$ cat config.mk
export PLATFORM = sky130hd
export DESIGN_NAME = destroyable_block_bank_flat
export DESIGN_NICKNAME = d
export VERILOG_FILES = /design/src/rtl/destroyable_block_bank_if.sv /design/src/rtl/destroyable_block_bank.sv /design/src/flat_wrapper.sv
export SDC_FILE = /design/constraint.sdc
export NUM_CORES = 1
export LEC_CHECK = 0
export CORE_MARGIN = 2
export CORE_UTILIZATION = 53
export CTS_BUF_LIST = sky130_fd_sc_hd__clkbuf_8
export CTS_CLUSTER_SIZE = 30
export DETAILED_ROUTE_END_ITERATION = 7
export HOLD_SLACK_MARGIN = 0.1
export PLACE_DENSITY = 0.92
export SKIP_CTS_REPAIR_TIMING = 1
export SLEW_MARGIN = 20
export SYNTH_ARGS = -nofsm -noshare
export SYNTH_HDL_FRONTEND = slang
export SYNTH_SLANG_ARGS = --single-unit
$ cat constraint.sdc
create_clock -name sim_clk -period 8.6 [get_ports sim_clk]
set_input_delay 1.29 -clock sim_clk [delete_from_list [all_inputs] [get_ports sim_clk]]
set_output_delay 1.29 -clock sim_clk [all_outputs]
set_load 0.01 [all_outputs]
$ cat src/rtl/destroyable_block_bank_if.sv
// Collision-report and block-state bus between the collision detector,
// the destroyable block bank and the renderer.
interface destroyable_block_bank_if #(
    parameter int NUM_BLOCKS = 8,
    parameter int COORD_W    = 10,
    parameter int HP_W       = 2
);
    localparam int IDX_W = (NUM_BLOCKS > 1) ? $clog2(NUM_BLOCKS) : 1;
    localparam int CNT_W = $clog2(NUM_BLOCKS + 1);
    localparam int SW    = 2 * COORD_W + 1;

    logic                     col_valid;
    logic [IDX_W-1:0]         col_idx;
    logic [HP_W-1:0]          col_dmg;
    logic [NUM_BLOCKS*SW-1:0] block_state;
    logic                     destroy_pulse;
    logic [IDX_W-1:0]         destroy_idx;
    logic [CNT_W-1:0]         alive_count;

    // Collision source / renderer side
    modport master (
        output col_valid, col_idx, col_dmg,
        input  block_state, destroy_pulse, destroy_idx, alive_count
    );

    // Block bank side
    modport slave (
        input  col_valid, col_idx, col_dmg,
        output block_state, destroy_pulse, destroy_idx, alive_count
    );
endinterface

$ cat src/rtl/destroyable_block_bank.sv
// Bank of destroyable blocks: per-block hit points, post-hit invulnerability
// and timed respawn. Publishes packed {x, y, visible} per block, a one-cycle
// destroy event and the number of visible blocks. All outputs are registered.
module destroyable_block_bank #(
    parameter int NUM_BLOCKS    = 8,
    parameter int COORD_W       = 10,
    parameter int HP_W          = 2,
    parameter int INVULN_TICKS  = 4,
    parameter int RESPAWN_TICKS = 120
) (
    input  logic                                     sim_clk,
    input  logic                                     reset,
    input  logic                                     frame_tick,
    input  logic [NUM_BLOCKS*(2*COORD_W+HP_W)-1:0]   init_state,
    destroyable_block_bank_if.slave                  bus
);
    localparam int IDX_W = (NUM_BLOCKS > 1) ? $clog2(NUM_BLOCKS) : 1;
    localparam int CNT_W = $clog2(NUM_BLOCKS + 1);
    localparam int IW    = 2 * COORD_W + HP_W;
    localparam int SW    = 2 * COORD_W + 1;
    localparam int TMAX  = (INVULN_TICKS > RESPAWN_TICKS) ? INVULN_TICKS : RESPAWN_TICKS;
    localparam int TW    = (TMAX > 0) ? $clog2(TMAX + 1) : 1;
    localparam logic [TW-1:0] INV_LD = TW'(INVULN_TICKS);
    localparam logic [TW-1:0] RSP_LD = TW'(RESPAWN_TICKS);

    typedef enum logic [1:0] {
        ST_ALIVE  = 2'd0,
        ST_INVULN = 2'd1,
        ST_DEAD   = 2'd2,
        ST_GONE   = 2'd3
    } blk_st_e;

    // Per-block storage
    logic [COORD_W-1:0] home_x_q  [NUM_BLOCKS];
    logic [COORD_W-1:0] home_x_d  [NUM_BLOCKS];
    logic [COORD_W-1:0] home_y_q  [NUM_BLOCKS];
    logic [COORD_W-1:0] home_y_d  [NUM_BLOCKS];
    logic [HP_W-1:0]    init_hp_q [NUM_BLOCKS];
    logic [HP_W-1:0]    init_hp_d [NUM_BLOCKS];
    logic [HP_W-1:0]    hp_q      [NUM_BLOCKS];
    logic [HP_W-1:0]    hp_d      [NUM_BLOCKS];
    logic [TW-1:0]      tmr_q     [NUM_BLOCKS];
    logic [TW-1:0]      tmr_d     [NUM_BLOCKS];
    blk_st_e            st_q      [NUM_BLOCKS];
    blk_st_e            st_d      [NUM_BLOCKS];

    // Registered outputs
    logic [NUM_BLOCKS*SW-1:0] block_state_q, block_state_d;
    logic                     destroy_pulse_q, destroy_pulse_d;
    logic [IDX_W-1:0]         destroy_idx_q, destroy_idx_d;
    logic [CNT_W-1:0]         alive_count_q, alive_count_d;

    // HP after a hit, clamped at zero rather than wrapping
    function automatic logic [HP_W-1:0] sat_sub(input logic [HP_W-1:0] a,
                                                input logic [HP_W-1:0] b);
        return (b >= a) ? '0 : (a - b);
    endfunction

    // Next-state for every block plus the output image derived from it
    always_comb begin
        logic             hit;
        logic [HP_W-1:0]  hp_new;
        logic [HP_W-1:0]  hp_init;
        logic             visible;

        home_x_d        = home_x_q;
        home_y_d        = home_y_q;
        init_hp_d       = init_hp_q;
        hp_d            = hp_q;
        tmr_d           = tmr_q;
        st_d            = st_q;
        block_state_d   = '0;
        destroy_pulse_d = 1'b0;
        destroy_idx_d   = '0;
        alive_count_d   = '0;
        hit             = 1'b0;
        hp_new          = '0;
        hp_init         = '0;
        visible         = 1'b0;

        for (int i = 0; i < NUM_BLOCKS; i++) begin
            if (reset) begin
                hp_init      = init_state[i*IW +: HP_W];
                home_x_d[i]  = init_state[i*IW + HP_W + COORD_W +: COORD_W];
                home_y_d[i]  = init_state[i*IW + HP_W +: COORD_W];
                init_hp_d[i] = hp_init;
                hp_d[i]      = hp_init;
                tmr_d[i]     = '0;
                st_d[i]      = (hp_init == '0) ? ST_GONE : ST_ALIVE;
            end else begin
                // Out-of-range indices never match any block
                hit = bus.col_valid && (bus.col_dmg != '0) &&
                      (bus.col_idx == IDX_W'(i));
                unique case (st_q[i])
                    ST_ALIVE: begin
                        if (hit) begin
                            hp_new  = sat_sub(hp_q[i], bus.col_dmg);
                            hp_d[i] = hp_new;
                            if (hp_new == '0) begin
                                st_d[i]         = (RESPAWN_TICKS == 0) ? ST_GONE : ST_DEAD;
                                tmr_d[i]        = RSP_LD;
                                destroy_pulse_d = 1'b1;
                                destroy_idx_d   = IDX_W'(i);
                            end else if (INVULN_TICKS != 0) begin
                                st_d[i]  = ST_INVULN;
                                tmr_d[i] = INV_LD;
                            end
                        end
                    end
                    ST_INVULN: begin
                        if (frame_tick) begin
                            tmr_d[i] = tmr_q[i] - TW'(1);
                            if (tmr_q[i] == TW'(1)) st_d[i] = ST_ALIVE;
                        end
                    end
                    ST_DEAD: begin
                        if (frame_tick) begin
                            tmr_d[i] = tmr_q[i] - TW'(1);
                            if (tmr_q[i] == TW'(1)) begin
                                st_d[i] = ST_ALIVE;
                                hp_d[i] = init_hp_q[i];
                            end
                        end
                    end
                    default: ;
                endcase
            end

            visible = (st_d[i] == ST_ALIVE) || (st_d[i] == ST_INVULN);
            block_state_d[i*SW +: SW] = visible ? {home_x_d[i], home_y_d[i], 1'b1} : '0;
            if (visible) alive_count_d = alive_count_d + CNT_W'(1);
        end
    end

    // State and output registers; reset is folded into the next-state logic
    always_ff @(posedge sim_clk) begin
        home_x_q        <= home_x_d;
        home_y_q        <= home_y_d;
        init_hp_q       <= init_hp_d;
        hp_q            <= hp_d;
        tmr_q           <= tmr_d;
        st_q            <= st_d;
        block_state_q   <= block_state_d;
        destroy_pulse_q <= destroy_pulse_d;
        destroy_idx_q   <= destroy_idx_d;
        alive_count_q   <= alive_count_d;
    end

    assign bus.block_state   = block_state_q;
    assign bus.destroy_pulse = destroy_pulse_q;
    assign bus.destroy_idx   = destroy_idx_q;
    assign bus.alive_count   = alive_count_q;
endmodule

$ cat src/flat_wrapper.sv
// flat-port wrapper written by rule: the top's interface ports become plain ports
module destroyable_block_bank_flat 
#(
    parameter int NUM_BLOCKS    = 8,
    parameter int COORD_W       = 10,
    parameter int HP_W          = 2,
    parameter int INVULN_TICKS  = 4,
    parameter int RESPAWN_TICKS = 120
)
  (sim_clk, reset, frame_tick, init_state, bus_col_valid, bus_col_idx, bus_col_dmg, bus_block_state, bus_destroy_pulse, bus_destroy_idx, bus_alive_count);
  destroyable_block_bank_if #(.NUM_BLOCKS(NUM_BLOCKS), .COORD_W(COORD_W), .HP_W(HP_W)) bus_i ();
  input  logic sim_clk;
  input  logic reset;
  input  logic frame_tick;
  input  logic [NUM_BLOCKS*(2*COORD_W+HP_W)-1:0] init_state;
  input wire logic [$bits(bus_i.col_valid)-1:0] bus_col_valid;
  input wire logic [$bits(bus_i.col_idx)-1:0] bus_col_idx;
  input wire logic [$bits(bus_i.col_dmg)-1:0] bus_col_dmg;
  output wire logic [$bits(bus_i.block_state)-1:0] bus_block_state;
  output wire logic [$bits(bus_i.destroy_pulse)-1:0] bus_destroy_pulse;
  output wire logic [$bits(bus_i.destroy_idx)-1:0] bus_destroy_idx;
  output wire logic [$bits(bus_i.alive_count)-1:0] bus_alive_count;
  assign bus_i.col_valid = bus_col_valid;
  assign bus_i.col_idx = bus_col_idx;
  assign bus_i.col_dmg = bus_col_dmg;
  assign bus_block_state = bus_i.block_state;
  assign bus_destroy_pulse = bus_i.destroy_pulse;
  assign bus_destroy_idx = bus_i.destroy_idx;
  assign bus_alive_count = bus_i.alive_count;
  destroyable_block_bank #(.NUM_BLOCKS(NUM_BLOCKS), .COORD_W(COORD_W), .HP_W(HP_W), .INVULN_TICKS(INVULN_TICKS), .RESPAWN_TICKS(RESPAWN_TICKS)) u_core (.sim_clk(sim_clk), .reset(reset), .frame_tick(frame_tick), .init_state(init_state), .bus(bus_i));
endmodule
==> flow_summary.json, run 1 <==
{
  "status": "completed",
  "ctsLongestPathBuffers": 3,
  "dieWidth_um": 183,
  "final_cell_area_um2": 22500,
  "antenna_found_initial": 2,
  "port_buffers": 360,
  "critPathCaptureType": "flop",
  "initialDrtViolationCount": 931,
  "total_leakage_power_nw": 9.09,
  "num_vias": 13400,
  "storage_element_area_um2": 9130,
  "netlist-cell-type-count": 76,
  "detailed_place_hpwl_um": 31900,
  "layout.cells.non_filler": 2434,
  "clock_sinks": 440,
  "comb_power_share_pct": 28.9,
  "relSlewSlack_pct": 28.6,
  "fillCellCount": 2050,
  "final_design_utilization_pct": 71.1,
  "timing.critical_path.fanout_max": 22,
  "drcViolationCount": 0,
  "critical_path_start_type": "input port",
  "final.setup.tns_ps": 0,
  "timing.final.setup_violations": 0,
  "hold-worst-slack_ps": 464,
  "yosys.cell_count.top_type": "sky130_fd_sc_hd__dfxtp_1",
  "post_dp_cell_area_um2": 21000,
  "drt-wirelength-per-cell_um": 19.5,
  "crit_required_ps": 9070,
  "synth_nets": 1849,
  "track_usage_pct": 27.5,
  "switchingPower_mw": 1.93,
  "timing_worst_setup_path_type": "in2reg",
  "ir_drop_mv": 0.215,
  "synth.top_cells.by_area": "sky130_fd_sc_hd__dfxtp_1, sky130_fd_sc_hd__mux2_2, sky130_fd_sc_hd__nor2b_1, sky130_fd_sc_hd__edfxtp_1, sky130_fd_sc_hd__ha_1",
  "timing_max_transition_violations_final": 0,
  "p_total_mw": 6.15,
  "synthFlopType": "sky130_fd_sc_hd__dfxtp_1",
  "maximum_level_of_the_cts_h_tree": 3,
  "cts.clk_slew.worst_paths_ps": 50,
  "worst_setup_path_startpoint": "bus_col_dmg[0]",
  "holdCritStartpoint": "u_core.tmr_q[43]$_SDFFE_PP0P_",
  "cts-root-buf": "sky130_fd_sc_hd__clkbuf_8",
  "p_sw_share_pct": 31.4,
  "grt_pass1_wl_um": 73300,
  "placeableCoreArea_um2": 31600,
  "post-synth-top-area-fraction_pct": 47.9,
  "tritoncts_buffers": 71,
  "post_drt_via_cell_ratio": 5.51,
  "pre_cts_ws_ps": 855,
  "worstPathArrival_ps": 7750,
  "dpl.cell_count": 2307,
  "synth_top_cell_by_area": "sky130_fd_sc_hd__dfxtp_1",
  "fp-row-count": 65,
  "fraction_of_layout_cells_with_a_size_suffix_above_1_pct": 15.4,
  "floorplan.die.height_um": 183,
  "syn_area_um2": 17100,
  "fin_skew_ps": 36.2,
  "synth_edf_count": 32,
  "postRouteWirelength_um": 47500,
  "timing.final.ws_setup_ps": 1320,
  "route.antenna.remaining_nets": 0,
  "grt_start_max_net_pins": 86,
  "cell_internal_pwr_mw": 4.22,
  "crit_top_cell": "sky130_fd_sc_hd__ha_1",
  "achievable-frequency_ghz": 0.137,
  "area.growth.synth_to_final_pct": 31.9,
  "hold_viol_final": 0,
  "nets": 2234,
  "gp_congestion": 0.843,
  "power.clock.fraction_pct": 29.7,
  "tritoncts": "done",
  "start_util_pct": 53.9,
  "first_global_vias": 14200,
  "grt_remaining_overflow": 0,
  "max_slew.worst_pin.slew_ps": 1070,
  "cp_slowest_cell": "sky130_fd_sc_hd__clkdlybuf4s50_1",
  "power_frac_seq_pct": 41.4,
  "drt_pass1_iterations": 6,
  "synth-warning-count": 0,
  "regToRegStartpoint": "u_core.hp_q[14]$_DFFE_PP_",
  "powerDensity_nw_per_um2": 273,
  "synth_top_cells_by_count": "sky130_fd_sc_hd__dfxtp_1, sky130_fd_sc_hd__nor2b_1, sky130_fd_sc_hd__mux2_2, sky130_fd_sc_hd__nor2_1, sky130_fd_sc_hd__nand2_1",
  "unrepaired_setup_endpoints_after_global_routing": "no",
  "yosys_reg_bits": 440,
  "floorplan.io_pins": 361,
  "asyncSetResetFlopFracSynth_pct": 0,
  "maxCapViolCount": 0,
  "insertion_delay_ps": 610,
  "fin_crit_sh_pct": 84.6,
  "multi_input_area_um2": 7370,
  "timing.hold.worst.class": "reg2reg",
  "crit_path_max_incr_delay_ps": 470,
  "post-route-min-period_ps": 7280,
  "syn-instance-count": 1593,
  "dieArea_um2": 33600,
  "syn_avg_cell_area_um2": 10.7,
  "synth_sequential_area_ratio_pct": 53.5
}
-- critical path: cells and delay by family --
kind	cells	cell delay, ps
buffers and inverters	6	1200
AO/OA/AOI/OAI	8	1530
multiplexers	3	820
AND/OR/NAND/NOR	4	540
adder cells (fa/ha/maj)	8	2370
-- placed cells by master (no fill, tap or decap), types with 14 or more instances in the layout --
| cell type | count |
|---|---|
| sky130_fd_sc_hd__nor2b_1 | 177 |
| sky130_fd_sc_hd__clkbuf_8 | 88 |
| sky130_fd_sc_hd__mux2_2 | 163 |
| sky130_fd_sc_hd__nor3_1 | 30 |
| sky130_fd_sc_hd__ha_1 | 63 |
| sky130_fd_sc_hd__a31oi_1 | 16 |
| sky130_fd_sc_hd__a211oi_1 | 14 |
| sky130_fd_sc_hd__buf_4 | 15 |
| sky130_fd_sc_hd__a21oi_1 | 85 |
| sky130_fd_sc_hd__dfxtp_1 | 408 |
| sky130_fd_sc_hd__edfxtp_1 | 32 |
| sky130_fd_sc_hd__o21ai_0 | 64 |
| sky130_fd_sc_hd__nand2_1 | 89 |
| sky130_fd_sc_hd__nor2_1 | 91 |
| sky130_fd_sc_hd__clkdlybuf4s50_1 | 359 |
| sky130_fd_sc_hd__inv_1 | 107 |
-- power groups by stage --
stage               clock network [mW]  registers, mW  logic, mW
floorplan                            0           2.60       1.06
global placement                     0           2.56       1.64
global route                      1.95           2.57       1.94
CTS                               1.86           2.54       1.76
detailed placement                   0           2.58       1.73
finish                            1.83           2.55       1.78
-- routing by layer --
| layer | vias up | share of wire, % | GRT usage [%] |
|---|---|---|---|
| met5 | - | 0 | 0 |
| met4 | 0 | 4.2 | 13.7 |
| met3 | 143 | 8.3 | 8.74 |
| met2 | 582 | 51 | 50.1 |
| met1 | 6403 | 36 | 28.4 |
| li1 | 6283 | - | - |
-- cell type report --
type,instances,area share [%]
flip-flops and latches,440,40.6
inverters,84,1.40
repair buffers,375,16.5
diodes,2,0.0222
clock buffers,88,5.38
multi-input cells,1006,32.8
clock inverters,37,1.07
well taps,402,2.24
-- sequential cells by signal, summed over array words and instances, names as in the netlist, 4 cells and up --
signal and flops:
u_core.bus.alive_count 4, u_core.bus.block_state 168, u_core.home_x_q 80, u_core.home_y_q 80
u_core.hp_q 16, u_core.init_hp_q 16, u_core.st_q 16, u_core.tmr_q 56
-- worst paths after layout --
check | to | slack [ps] | cells past startpoint
max | u_core.bus.alive_count[1]$_DFF_P_ | 1320 | 29
min | u_core.tmr_q[43]$_SDFFE_PP0P_ | 460 | 2
max reg2reg | u_core.bus.alive_count[1]$_DFF_P_ | 2330 | 28
min reg2reg | u_core.tmr_q[43]$_SDFFE_PP0P_ | 460 | 2
-- logic make-up after synthesis --
group	synth area share, %
multiplexers	11.1
AO/OA/AOI/OAI	10.8
adder cells (fa/ha/maj)	5.56
XOR/XNOR	1.09
AND/OR/NAND/NOR	14.6
buffers and inverters	3.32
flip-flops	53.5
(Power assumes the default switching activity.)
==> run 2: changes to the inputs <==
Clock period 8.6 ns to 7.2 ns, I/O delays scaled along.
==> flow_summary.json, run 2 (same netlist as run 1, synthesis figures left out) <==
{
  "status": "completed",
  "switchingPower_mw": 2.31,
  "ir_drop_mv": 0.300,
  "drcViolationCount": 0,
  "num_vias": 13500,
  "dieWidth_um": 183,
  "crit_family": "adder cells",
  "detailed_place_hpwl_um": 32200,
  "fin_crit_sh_pct": 93.5,
  "cts.clk_slew.worst_paths_ps": 60,
  "achievable-frequency_ghz": 0.149,
  "regToRegStartpoint": "u_core.hp_q[12]$_DFFE_PP_",
  "whs_path_depth": 1,
  "drt_pass1_iterations": 5,
  "fraction_of_layout_cells_with_a_size_suffix_above_1_pct": 15.6,
  "gr-max-usage-layer": "met2",
  "holdCritStartpoint": "u_core.home_x_q[54]$_DFF_P_",
  "max_slew.worst_pin.slew_ps": 998,
  "timing.critical_path.fanout_max": 6,
  "first_global_vias": 14300,
  "placeableCoreArea_um2": 31600,
  "groute.layer.met3.usage_pct": 8.86,
  "most-common-layout-cells": "sky130_fd_sc_hd__dfxtp_1, sky130_fd_sc_hd__clkdlybuf4s50_1, sky130_fd_sc_hd__nor2b_1",
  "worstPathArrival_ps": 7210,
  "cell_internal_pwr_mw": 4.95,
  "maxCapViolCount": 0,
  "postRouteWirelength_um": 46900,
  "crit-reg2reg-capture": "u_core.bus.alive_count[1]$_DFF_P_",
  "track_usage_pct": 27.5,
  "floorplan.die.height_um": 183,
  "insertion_delay_ps": 620,
  "gr-usage-met2_pct": 49.5,
  "relSlewSlack_pct": 33.5,
  "timing_worst_setup_path_type": "in2reg",
  "initialDrtViolationCount": 928,
  "grt_pass1_wl_um": 73200,
  "critPathCaptureType": "flop",
  "mostFrequentLayoutCell": "sky130_fd_sc_hd__dfxtp_1",
  "port_buffers": 360,
  "start_util_pct": 53.9,
  "post-route-min-period_ps": 6730,
  "timing.hold.worst.class": "reg2reg",
  "fin_skew_ps": 35.9,
  "fp-row-count": 65,
  "post_dp_cell_area_um2": 21100,
  "worst_setup_path_startpoint": "bus_col_dmg[1]",
  "power.clock.fraction_pct": 28.7,
  "timing.final.setup_violations": 0,
  "p_sw_share_pct": 31.8,
  "r2r_cells": 28,
  "clock_sinks": 440,
  "tritoncts": "done",
  "largest_register_ff_count": 168,
  "timing.final.ws_setup_ps": 468,
  "antenna_found_initial": 1,
  "timing_max_transition_violations_final": 0,
  "groute.layer.met1.usage_pct": 28.9,
  "cts-root-buf": "sky130_fd_sc_hd__clkbuf_8",
  "grt_start_max_net_pins": 86,
  "cp_slowest_cell": "sky130_fd_sc_hd__clkdlybuf4s50_1",
  "maximum_level_of_the_cts_h_tree": 3,
  "regToRegSetupSlack_ps": 1210,
  "hold-path-endpoint": "u_core.home_x_q[54]$_DFF_P_",
  "comb_power_share_pct": 29.4,
  "hold-worst-slack_ps": 468,
  "dieArea_um2": 33600,
  "nets": 2241,
  "pre_cts_ws_ps": -40.1,
  "final_design_utilization_pct": 71.0,
  "crit_path_max_incr_delay_ps": 590,
  "powerDensity_nw_per_um2": 323,
  "hold_viol_final": 0,
  "critical_path_start_type": "input port",
  "crit_required_ps": 7680,
  "area.growth.synth_to_final_pct": 31.7,
  "floorplan.io_pins": 361,
  "power_frac_seq_pct": 41.9,
  "crit_top_cell": "sky130_fd_sc_hd__ha_1",
  "drt-wirelength-per-cell_um": 19.2,
  "grt_remaining_overflow": 0,
  "ctsLongestPathBuffers": 3,
  "gp_congestion": 0.918,
  "final_cell_area_um2": 22500,
  "path_buf_inv": 5,
  "route.antenna.remaining_nets": 0,
  "tritoncts_buffers": 71,
  "post_drt_via_cell_ratio": 5.52,
  "unrepaired_setup_endpoints_after_global_routing": "no",
  "final.setup.tns_ps": 0,
  "total_leakage_power_nw": 9.09
}
-- run 2: cell count changes in the layout (fill, tap and decap cells not counted), sizes merged --
cell	before	now
bufinv	2	1
clkinv	6	11
clkinvlp	2	1
inv	111	116
clkbuf	88	81
diode	2	1
buf	16	23
-- run 2: per-stage QoR --
| step | std cells | total power [mW] |
|---|---|---|
| after CTS | 2440 | 7.27 |
| after floorplan | 1593 | 4.37 |
| after global routing | 2441 | 7.64 |
| after detailed placement | 2314 | 5.17 |
| after global placement | 2314 | 5.03 |
| final | 2441 | 7.26 |
-- run 2: per-layer routing --
metal	vias to the layer above	wire, µm	part of all wire [%]
met5	-	0	0
met4	0	2000	4.3
met3	145	3850	8.2
met2	583	24200	52
met1	6453	16800	36
li1	6286	-	-
-- run 2: layout make-up --
cell class,count,area (µm²)
flip-flops and latches,440,9130
clock buffers,81,1110
diodes,1,2.50
well taps,402,503
clock inverters,45,256
multi-input cells,1006,7370
fillers,2060,9170
repair buffers,382,3780
inverters,84,315
-- run 2: power by group through the flow --
stage               logic (mW)  clock network, mW  registers, mW
floorplan                 1.26                  0           3.10
finish                    2.13               2.08           3.04
global placement          1.97                  0           3.06
CTS                       2.12               2.12           3.04
global route              2.34               2.23           3.07
detailed placement        2.09                  0           3.08
-- run 2: how the worst max path moves through the flow --
stage | to | slack (ps) | cells past startpoint
final | u_core.bus.alive_count[1]$_DFF_P_ | 470 | 27
after global routing | u_core.bus.alive_count[2]$_DFF_P_ | 200 | 29
after CTS | u_core.bus.alive_count[1]$_DFF_P_ | 560 | 27
after detailed placement | u_core.bus.alive_count[1]$_DFF_P_ | -40 | 27
after global placement | u_core.bus.alive_count[1]$_DFF_P_ | 260 | 27
after floorplan | u_core.bus.alive_count[1]$_DFF_P_ | 400 | 27
-- run 2: worst reg2reg max path: cells and delay by family, from the launching register on --
kind                       cells  cell delay [ps]
DFF                            1              360
adders and majority gates      8             2360
buffers and inverters          4              220
muxes                          3              810
AOI/OAI and AO/OA              6             1250
and+or+nand+nor                7              840
